==> src/rtl/lite_slv_pkg.sv <==
// Shared definitions for the AXI-Lite register responder.
//   ADDR_W / DATA_W : bus address and data widths
//   IDX_W / STRB_W  : register index width (word address) and byte-lane count
//   RESP_*          : AXI response encodings
//   wr_state_e      : write channel FSM states
//   rd_state_e      : read channel FSM states
package lite_slv_pkg;

    localparam int unsigned ADDR_W = 10;
    localparam int unsigned DATA_W = 32;
    localparam int unsigned IDX_W  = ADDR_W - 2;
    localparam int unsigned STRB_W = DATA_W / 8;

    localparam logic [1:0] RESP_OKAY   = 2'b00;
    localparam logic [1:0] RESP_SLVERR = 2'b10;

    typedef enum logic {
        W_IDLE,
        W_RESP
    } wr_state_e;

    typedef enum logic {
        R_IDLE,
        R_DATA
    } rd_state_e;

endpackage

==> src/rtl/lite_slv_rd_chan.sv <==
// AXI-Lite read channel: single-outstanding read FSM plus read decode mux.
//   clk, rst      : clock, asynchronous active-low reset
//   ar_idx_i      : word index of the read address (addr[9:2])
//   arvalid_i/arready_o, rvalid_o/rready_i : AR and R handshakes
//   rdata_o/rresp_o : registered read payload, stable while rvalid_o is high
//   regs_i        : flattened RW register bus (register i at [32*i+31:32*i])
//   status_i      : value returned for index NUM_REGS, sampled at the AR handshake
module lite_slv_rd_chan
    import lite_slv_pkg::*;
#(
    parameter int unsigned NUM_REGS = 8
) (
    input  logic                       clk,
    input  logic                       rst,
    input  logic [IDX_W-1:0]           ar_idx_i,
    input  logic                       arvalid_i,
    output logic                       arready_o,
    output logic [DATA_W-1:0]          rdata_o,
    output logic [1:0]                 rresp_o,
    output logic                       rvalid_o,
    input  logic                       rready_i,
    input  logic [DATA_W*NUM_REGS-1:0] regs_i,
    input  logic [DATA_W-1:0]          status_i
);

    localparam logic [IDX_W-1:0] NREG_IDX = IDX_W'(NUM_REGS);

    rd_state_e         state_q;
    logic [DATA_W-1:0] rdata_q;
    logic [1:0]        rresp_q;
    logic [DATA_W-1:0] rd_data;
    logic [1:0]        rd_resp;

    always_comb begin
        rd_data = '0;
        rd_resp = RESP_SLVERR;
        for (int unsigned i = 0; i < NUM_REGS; i++) begin
            if (ar_idx_i == IDX_W'(i)) begin
                rd_data = regs_i[DATA_W*i +: DATA_W];
                rd_resp = RESP_OKAY;
            end
        end
        if (ar_idx_i == NREG_IDX) begin
            rd_data = status_i;
            rd_resp = RESP_OKAY;
        end
    end

    // Capture samples the register bus before any same-edge write lands,
    // so a colliding write is not visible to this read.
    always_ff @(posedge clk or negedge rst) begin
        if (!rst) begin
            state_q <= R_IDLE;
            rdata_q <= '0;
            rresp_q <= RESP_OKAY;
        end else begin
            case (state_q)
                R_IDLE: begin
                    if (arvalid_i) begin
                        state_q <= R_DATA;
                        rdata_q <= rd_data;
                        rresp_q <= rd_resp;
                    end
                end
                R_DATA: begin
                    if (rready_i) begin
                        state_q <= R_IDLE;
                    end
                end
            endcase
        end
    end

    assign arready_o = (state_q == R_IDLE);
    assign rvalid_o  = (state_q == R_DATA);
    assign rdata_o   = rdata_q;
    assign rresp_o   = rresp_q;

endmodule

==> src/rtl/lite_slave_regs.sv <==
// AXI-Lite responder exposing NUM_REGS RW configuration registers at byte
// address 4*i and a read-only status word at 4*NUM_REGS.
//   clk, rst                 : clock, asynchronous active-low reset
//   s_axi_lite_aw*/w*/b*     : write address, data and response channels
//   s_axi_lite_ar*/r*        : read address and data channels
//   cfg_regs                 : flattened register contents, register i at [32*i+31:32*i]
//   cfg_wr_pulse             : bit i pulses for one cycle after register i is written
//   status_in                : value returned by reads of the status address
// Optional macro LITE_SLV_WSTRB_EN adds s_axi_lite_wstrb for byte-lane writes.
module lite_slave_regs
    import lite_slv_pkg::*;
#(
    parameter int unsigned NUM_REGS = 8
) (
    input  logic                       clk,
    input  logic                       rst,
    input  logic [ADDR_W-1:0]          s_axi_lite_awaddr,
    input  logic                       s_axi_lite_awvalid,
    output logic                       s_axi_lite_awready,
    input  logic [DATA_W-1:0]          s_axi_lite_wdata,
`ifdef LITE_SLV_WSTRB_EN
    input  logic [STRB_W-1:0]          s_axi_lite_wstrb,
`endif
    input  logic                       s_axi_lite_wvalid,
    output logic                       s_axi_lite_wready,
    output logic [1:0]                 s_axi_lite_bresp,
    output logic                       s_axi_lite_bvalid,
    input  logic                       s_axi_lite_bready,
    input  logic [ADDR_W-1:0]          s_axi_lite_araddr,
    input  logic                       s_axi_lite_arvalid,
    output logic                       s_axi_lite_arready,
    output logic [DATA_W-1:0]          s_axi_lite_rdata,
    output logic [1:0]                 s_axi_lite_rresp,
    output logic                       s_axi_lite_rvalid,
    input  logic                       s_axi_lite_rready,
    output logic [DATA_W*NUM_REGS-1:0] cfg_regs,
    output logic [NUM_REGS-1:0]        cfg_wr_pulse,
    input  logic [DATA_W-1:0]          status_in
);

    localparam logic [IDX_W-1:0] NREG_IDX = IDX_W'(NUM_REGS);

    wr_state_e           w_state_q;
    logic                aw_held_q;
    logic                w_held_q;
    logic [IDX_W-1:0]    awidx_q;
    logic [DATA_W-1:0]   wdata_q;
    logic [1:0]          bresp_q;
    logic [NUM_REGS-1:0] pulse_q;
    logic [DATA_W-1:0]   regs_q [NUM_REGS];

    logic                aw_hs;
    logic                w_hs;
    logic                commit;
    logic                cm_hit;
    logic [IDX_W-1:0]    cm_idx;
    logic [DATA_W-1:0]   cm_data;
    logic [STRB_W-1:0]   cm_strb;
    logic [NUM_REGS-1:0] wr_sel;

    // Byte-offset bits are ignored by design.
    logic unused_addr_lsbs;
    assign unused_addr_lsbs = ^{s_axi_lite_awaddr[1:0], s_axi_lite_araddr[1:0]};

    // Readies depend only on state and latches, never on the valids.
    assign s_axi_lite_awready = (w_state_q == W_IDLE) && !aw_held_q;
    assign s_axi_lite_wready  = (w_state_q == W_IDLE) && !w_held_q;

    assign aw_hs = s_axi_lite_awvalid && s_axi_lite_awready;
    assign w_hs  = s_axi_lite_wvalid && s_axi_lite_wready;

    // Commit as soon as both halves are present, latched or arriving now.
    assign commit  = (w_state_q == W_IDLE) && (aw_held_q || aw_hs) && (w_held_q || w_hs);
    assign cm_idx  = aw_held_q ? awidx_q : s_axi_lite_awaddr[ADDR_W-1:2];
    assign cm_data = w_held_q ? wdata_q : s_axi_lite_wdata;
    assign cm_hit  = (cm_idx < NREG_IDX);

`ifdef LITE_SLV_WSTRB_EN
    logic [STRB_W-1:0] wstrb_q;
    assign cm_strb = w_held_q ? wstrb_q : s_axi_lite_wstrb;

    always_ff @(posedge clk or negedge rst) begin
        if (!rst) begin
            wstrb_q <= '0;
        end else if (w_hs) begin
            wstrb_q <= s_axi_lite_wstrb;
        end
    end
`else
    assign cm_strb = '1;
`endif

    always_comb begin
        wr_sel = '0;
        for (int unsigned i = 0; i < NUM_REGS; i++) begin
            wr_sel[i] = commit && (cm_idx == IDX_W'(i));
        end
    end

    always_ff @(posedge clk or negedge rst) begin
        if (!rst) begin
            w_state_q <= W_IDLE;
            aw_held_q <= 1'b0;
            w_held_q  <= 1'b0;
            awidx_q   <= '0;
            wdata_q   <= '0;
            bresp_q   <= RESP_OKAY;
            pulse_q   <= '0;
        end else begin
            // The pulse fires on any accepted write, whatever the strobes.
            pulse_q <= wr_sel;
            case (w_state_q)
                W_IDLE: begin
                    if (aw_hs) begin
                        aw_held_q <= 1'b1;
                        awidx_q   <= s_axi_lite_awaddr[ADDR_W-1:2];
                    end
                    if (w_hs) begin
                        w_held_q <= 1'b1;
                        wdata_q  <= s_axi_lite_wdata;
                    end
                    if (commit) begin
                        w_state_q <= W_RESP;
                        bresp_q   <= cm_hit ? RESP_OKAY : RESP_SLVERR;
                    end
                end
                W_RESP: begin
                    if (s_axi_lite_bready) begin
                        w_state_q <= W_IDLE;
                        aw_held_q <= 1'b0;
                        w_held_q  <= 1'b0;
                    end
                end
            endcase
        end
    end

    always_ff @(posedge clk or negedge rst) begin
        if (!rst) begin
            for (int unsigned i = 0; i < NUM_REGS; i++) begin
                regs_q[i] <= '0;
            end
        end else begin
            for (int unsigned i = 0; i < NUM_REGS; i++) begin
                for (int unsigned b = 0; b < STRB_W; b++) begin
                    if (wr_sel[i] && cm_strb[b]) begin
                        regs_q[i][8*b +: 8] <= cm_data[8*b +: 8];
                    end
                end
            end
        end
    end

    for (genvar g = 0; g < NUM_REGS; g++) begin : g_flat
        assign cfg_regs[DATA_W*g +: DATA_W] = regs_q[g];
    end

    assign s_axi_lite_bvalid = (w_state_q == W_RESP);
    assign s_axi_lite_bresp  = bresp_q;
    assign cfg_wr_pulse      = pulse_q;

    lite_slv_rd_chan #(
        .NUM_REGS (NUM_REGS)
    ) u_rd_chan (
        .clk       (clk),
        .rst       (rst),
        .ar_idx_i  (s_axi_lite_araddr[ADDR_W-1:2]),
        .arvalid_i (s_axi_lite_arvalid),
        .arready_o (s_axi_lite_arready),
        .rdata_o   (s_axi_lite_rdata),
        .rresp_o   (s_axi_lite_rresp),
        .rvalid_o  (s_axi_lite_rvalid),
        .rready_i  (s_axi_lite_rready),
        .regs_i    (cfg_regs),
        .status_i  (status_in)
    );

endmodule

==> config.mk <==
export PLATFORM = sky130hd
export DESIGN_NAME = lite_slave_regs
export DESIGN_NICKNAME = d
export VERILOG_FILES = /design/src/rtl/lite_slv_pkg.sv /design/src/rtl/lite_slv_rd_chan.sv /design/src/rtl/lite_slave_regs.sv
export SDC_FILE = /design/constraint.sdc
export NUM_CORES = 1
export LEC_CHECK = 0
export ABC_AREA = 1
export BUFFER_PORTS_ARGS = -buffer_cell sky130_fd_sc_hd__buf_4
export CAP_MARGIN = 30
export CORE_MARGIN = 1.5
export CORE_UTILIZATION = 44
export CTS_CLUSTER_DIAMETER = 100
export DETAILED_ROUTE_END_ITERATION = 8
export GPL_TIMING_DRIVEN = 0
export PLACE_DENSITY = 0.79
export SETUP_SLACK_MARGIN = 0.3
export SYNTH_ARGS = -nofsm -noshare
export SYNTH_HDL_FRONTEND = slang
export SYNTH_HIERARCHICAL = 1
export SYNTH_SLANG_ARGS = --single-unit
export TNS_END_PERCENT = 100
==> constraint.sdc <==
create_clock -name clk -period 1.6 [get_ports clk]
set_clock_uncertainty 0.15 [all_clocks]
set_input_delay 0.08 -clock clk [delete_from_list [all_inputs] [get_ports clk]]
set_output_delay 0.08 -clock clk [all_outputs]
set_load 0.03 [all_outputs]
======== Yosys cells after proc, flatten, opt, wreduce, memory -nomap -nowiden ========
Cells that the tools add are included.
operators by class
  magnitude comparators ................... 1
  eq/ne operators ......................... 18
  muxes and demuxes ....................... 32
  bitwise operators ....................... 2
  reduce and logical (&&, ||, !) cells .... 26
operator list
  cell                  count
  $mux W32              10
  $eq A8 B3 Y1 const B  8
  $eq A8 B2 Y1 const B  4
  $mux W2               10
  $eq A8 B1 Y1 const B  2
  $logic_not A8 Y1      2
  $logic_and A1 B1 Y1   14
  $reduce_and A2 Y1     6
  $eq A8 B4 Y1 const B  1
  $lt A8 B4 Y1 const B  1
  $mux W8               1
  $pmux W1 S2           4
  $mux W1               7
  $ne A2 B2 Y1 const B  3
  $logic_not A1 Y1      2
  $logic_or A1 B1 Y1    2
  $not A1 Y1            2
storage, ports and cells
  flip-flop bits (word level) ............. 344
  bits of input ports ..................... 91
  output and inout port bits .............. 305
  logic and storage cells ................. 97

======== Depth between registers and ports, before layout ========
  word-level depth ........................ 10
  gate-level depth with buffers ........... 13

======== By module ========
The synthesis kept the hierarchy.
modules (own cells, without submodules)
  module            instances  cells each  area each (um^2)
  lite_slave_regs   1          1499        13331.5
  lite_slv_rd_chan  1          743         4152.7

======== Worst setup path after synthesis ========
OpenSTA, ideal clock, no wires.
  kind .................................... flip-flop to flip-flop
  start ................................... register w_state_q, in the netlist s_axi_lite_bvalid
  end ..................................... register wdata_q[10]
  setup time .............................. 130 ps
  arrival ................................. 1660 ps
  slack ................................... -340 ps
  stages on the path, launching flop included .. 7
  path buffers ............................ 2
  period minus slack after synthesis ...... 1940 ps
  cells stage by stage .................... dfrtp_1 nor2_1 nand2_1 clkbuf_1 clkbuf_1 nand2_1 o21ai_0
on the way
  cells in the longest elaborated chain, start to end .. 4
RTL lines
  item                         RTL line                source
  from (decl)                  lite_slave_regs.sv:43   wr_state_e w_state_q;
  from (signal assigned)       lite_slave_regs.sv:102  w_state_q <= W_IDLE;
  from (signal assigned)       lite_slave_regs.sv:123  w_state_q <= W_RESP;
  from (signal assigned)       lite_slave_regs.sv:129  w_state_q <= W_IDLE;
  $not A1 Y1                   -
  $logic_and A1 B1 Y1          lite_slave_regs.sv:67   assign s_axi_lite_wready = (w_state_q == W_IDLE) && !w_held_q;
  via s_axi_lite_wready        lite_slave_regs.sv:25   output logic s_axi_lite_wready,
  $logic_and A1 B1 Y1          lite_slave_regs.sv:70   assign w_hs = s_axi_lite_wvalid && s_axi_lite_wready;
  $reduce_and A2 Y1 (no line)  -
  to (signal assigned)         lite_slave_regs.sv:120  wdata_q <= s_axi_lite_wdata;
  to (decl)                    lite_slave_regs.sv:47   logic [DATA_W-1:0] wdata_q;
The timed path passes the listed nets, and every way through them passes these cells.
A chain may end at the register's enable or synchronous reset.

======== Worst setup path after layout ========
  start ................................... register w_held_q
  end ..................................... register regs_q (netlist bit cfg_regs[56])
on the way
  cells in the longest elaborated chain, start to end .. 6
  elaborated cells on any way between the ends .. 7
  those cells by class .................... 1 x mux; 6 x reduce/logical
RTL lines
  item                             RTL line                source
  from (decl)                      lite_slave_regs.sv:45   logic w_held_q;
  from (signal assigned)           lite_slave_regs.sv:104  w_held_q <= 1'b0;
  from (signal assigned)           lite_slave_regs.sv:119  w_held_q <= 1'b1;
  from (signal assigned)           lite_slave_regs.sv:131  w_held_q <= 1'b0;
  $logic_not A1 Y1                 lite_slave_regs.sv:67
  $logic_and A1 B1 Y1              lite_slave_regs.sv:67
  $logic_and A1 B1 Y1              lite_slave_regs.sv:70
  $logic_or A1 B1 Y1               lite_slave_regs.sv:73   assign commit = (w_state_q == W_IDLE) && (aw_held_q || aw_hs) && (w_held_q || w_hs);
  $logic_and A1 B1 Y1              lite_slave_regs.sv:73
  $logic_and A1 B1 Y1              lite_slave_regs.sv:96   wr_sel[i] = commit && (cm_idx == IDX_W'(i));
  to (signal, indexed assignment)  lite_slave_regs.sv:147  regs_q[i][8*b +: 8] <= cm_data[8*b +: 8];
  to (decl)                        lite_slave_regs.sv:50   logic [DATA_W-1:0] regs_q [NUM_REGS];
Parallel ways exist; a longest one is shown, timed or not.

==> impl_metrics.py <==
metrics = {
    "pwr": {
        "combPwrFrac_pct": 43.8,
        "p_leak_nw": 13.2,
        "power_density_nw_per_um2": 1590,
        "swShare_pct": 44.0,
        "peakVddDrop_mv": 1.24,
        "p_sw_mw": 17.1,
        "power_frac_seq_pct": 32.3,
        "intPower_mw": 21.8,
        "p_clk_share_pct": 23.8,
    },
    "sta": {
        "finalMaxSlewViolations": 0,
        "relSlewSlack_pct": 58.7,
        "hold_viol_final": 236,
        "clock.fmax_mhz": 505,
        "fin_crit_sh_pct": 124,
        "min_period_ns": 1.98,
        "setup_slack_ns": -0.382,
        "finalSetupViolCount": 307,
        "worstMarginPinSlew_ns": 0.619,
        "hold_slack_ns": -0.680,
        "rsz0062_at_grt": "true",
    },
    "synth": {
        "yosysTopAreaCellShare_pct": 48.9,
        "async_flop_share_pct": 100,
        "synth_top_area_cell": "dfrtp_1",
        "synth_most_common_cell": "nand2_1",
        "synth_seq_cells": 342,
        "synth_warnings": 6,
        "synth_area_leaders": "dfrtp_1 49%, nand2_1 19%, nand4_1 10%",
        "synth-edff-count": 0,
        "synth_ff_type": "dfrtp_1",
        "synth_cell_types": 32,
        "synth_fp_nets": 2333,
        "avgSynthCellArea_um2": 7.80,
        "ys_seq_area_share_pct": 48.9,
        "syn_inst": 2242,
        "synth_commonest_cells": "903 x nand2_1, 342 x dfrtp_1, 288 x nand4_1",
        "syn_area_um2": 17500,
    },
    "clock_network": {
        "cts.sinks": 342,
        "cts-hold-fix-buffers": 78,
        "cts_tree": "built",
        "cts_root_buf": "clkbuf_16",
        "cts.path.max_buffers": 3,
        "htreeDepth": 2,
        "clk_pin_slew_ns": 0.06,
        "clk_latency_ns": 0.56,
        "cts_inserted_buffers": 39,
    },
    "setup_path": {
        "worstPathArrival_ns": 2.32,
        "required_ns": 1.94,
        "end_kind": "flop",
        "ff2ff_path_depth": 5,
        "reg2reg_from": "w_held_q",
        "start_kind": "flop",
        "crit_fanout": 10,
        "r2r_slack_ns": -0.38,
        "r2r-end": "cfg_regs[56]",
        "worstSetupPathType": "flop to flop",
        "crit_path_end": "cfg_regs[56]",
        "cp-startpoint": "w_held_q",
    },
    "floorplanning": {
        "rows": 72,
        "die-area_um2": 40900,
        "ioPinCount": 396,
        "die_w_um": 202,
        "die_h_um": 202,
        "start_util_pct": 44.9,
        "core_um2": 38900,
    },
    "grt": {
        "busiest_layer": "met2",
        "use_met2_pct": 56.0,
        "grt_antenna_before_repair": 0,
        "grt_pass1_vias": 17400,
        "grt_use_met1_pct": 42.6,
        "grt-ovfl-total": 0,
        "use_met3_pct": 7.72,
        "grt_usage_pct": 33.7,
        "grt_pass1_wl_mm": 105,
        "grt_max_degree": 110,
    },
    "final_layout": {
        "area_growth_pct": 39.8,
        "fin_area_um2": 24400,
        "drive_gt1_share_pct": 27.2,
        "nNetsFinal": 2876,
        "fillerInstances": 3323,
        "final_core_utilization_pct": 62.8,
        "diodes": 0,
    },
    "detailed_routing": {
        "via_count": 18100,
        "wl_per_cell_um": 21.2,
        "postRouteAntennaNets": 0,
        "drc": 0,
        "viasPerCell": 5.43,
        "drt-pass1-iter-count": 5,
        "routed_wl_mm": 70.4,
        "drtIter0Drc": 1634,
    },
    "job": {
        "cap_violations": 0,
    },
    "placed_design": {
        "io_buffers": 389,
        "dpl_worst_slack_ns": -0.702,
        "dp_hpwl_mm": 53.8,
        "place_congestion": 0.938,
        "place_area_um2": 21400,
    },
    "hold_path": {
        "hp-class": "input port to asynchronous set/reset pin",
    },
    "run_status": {
        "status": "finished with violations",
        "failed_checks": "hold timing, setup timing",
    },
}
-- how the worst min path moves through the flow --
stage / endpoint / cells after the start
3_5_place_dp: wdata_q[5] / 1
3_3_place_gp: s_axi_lite_bvalid / 2
4_1_cts: wdata_q[5] / 1
5_1_grt: wdata_q[5] / 1
6_report: wdata_q[5] / 1
2_1_floorplan: aw_held_q / 0
-- layout by cell type (no fill, tap or decap), drive strengths merged --
cell type    instances
nand2              919
buf                558
dfrtp              342
nand4              288
inv                160
nor2               115
nand3              107
clkbuf              89
dlygate4sd3         78
o21ai               73
o21bai              32
nor3b               17
or2                 15
bufinv               5
clkinv               5
mux2                 3
conb                 2
o22ai                1
a31oi                1
o41ai                1
-- power by group through the flow --
stage,combinational (mW),sequential (mW),clock (mW)
2_1_floorplan,6.27,15.1,0
3_3_place_gp,15.0,12.6,0
3_5_place_dp,15.3,12.6,0
4_1_cts,16.3,12.5,9.34
5_1_grt,18.0,12.8,9.68
6_report,17.1,12.6,9.28
-- worst max-delay path, cell delays in order, from the launching register on --
cell and delay [ns]:
dfrtp_1 0.46, clkbuf_4 0.25, buf_4 0.23, o21ai_2 0.53, nand4_1 0.18, nand2_1 0.11
-- kinds of logic (layout without fill, tap and decap cells) --
| family | Yosys count | count (layout) | synth area share, % |
|---|---|---|---|
| flip-flops | 342 | 342 | 48.9 |
| other | 2 | 2 | 0.0430 |
| AND/OR/NAND/NOR | 1461 | 1461 | 38.6 |
| multiplexers | 3 | 3 | 0.193 |
| buffers and inverters | 326 | 895 | 8.59 |
| AO/OA/AOI/OAI | 108 | 108 | 3.63 |
-- layout make-up --
type / count / area (um2) / area share (%)
repair buffers: 502 / 4100 / 16.8
clock buffers: 57 / 1110 / 4.56
plain buffers: 166 / 1490 / 6.08
multi-input cells: 1574 / 7750 / 31.7
well taps: 518 / 648 / 2.65
inverters: 160 / 611 / 2.50
clock inverters: 10 / 179 / 0.732
flip-flops and latches: 342 / 8560 / 35.0
-- timing repair --
action,CTS,global route
buffers inserted,15,8
hold endpoints to repair,562,236
setup endpoints to repair,644,644
pin swaps,10,14
resized for setup,132,64
cloned,2,6
-- metrics by stage --
step / instances / setup TNS (ns) / total power, mW
after floorplan: 2242 / -16.57 / 21.4
after global placement: 3149 / -1135.84 / 27.6
after detailed placement: 3153 / -140.00 / 27.9
after CTS: 3315 / -67.52 / 38.2
after global routing: 3329 / -107.74 / 40.5
final: 3329 / -78.11 / 38.9
-- sequential cells by signal, summed over array words and instances (netlist names) --
signal              count
u_rd_chan/rvalid_o      1
s_axi_lite_bvalid       1
u_rd_chan/rdata_o      32
cfg_wr_pulse            8
w_held_q                1
wdata_q                32
cfg_regs              256
awidx_q                 8
s_axi_lite_bresp        1
u_rd_chan/rresp_o       1
aw_held_q               1
-- per-layer routing --
metal	wire length [um]	vias to the layer above	share of wire, %
met1	27800	8617	40
met3	6440	166	9.2
met5	0	-	0
met2	33300	865	47
li1	-	8432	-
met4	2850	0	4.0
No activity file was read; power rests on OpenSTA's default activity.
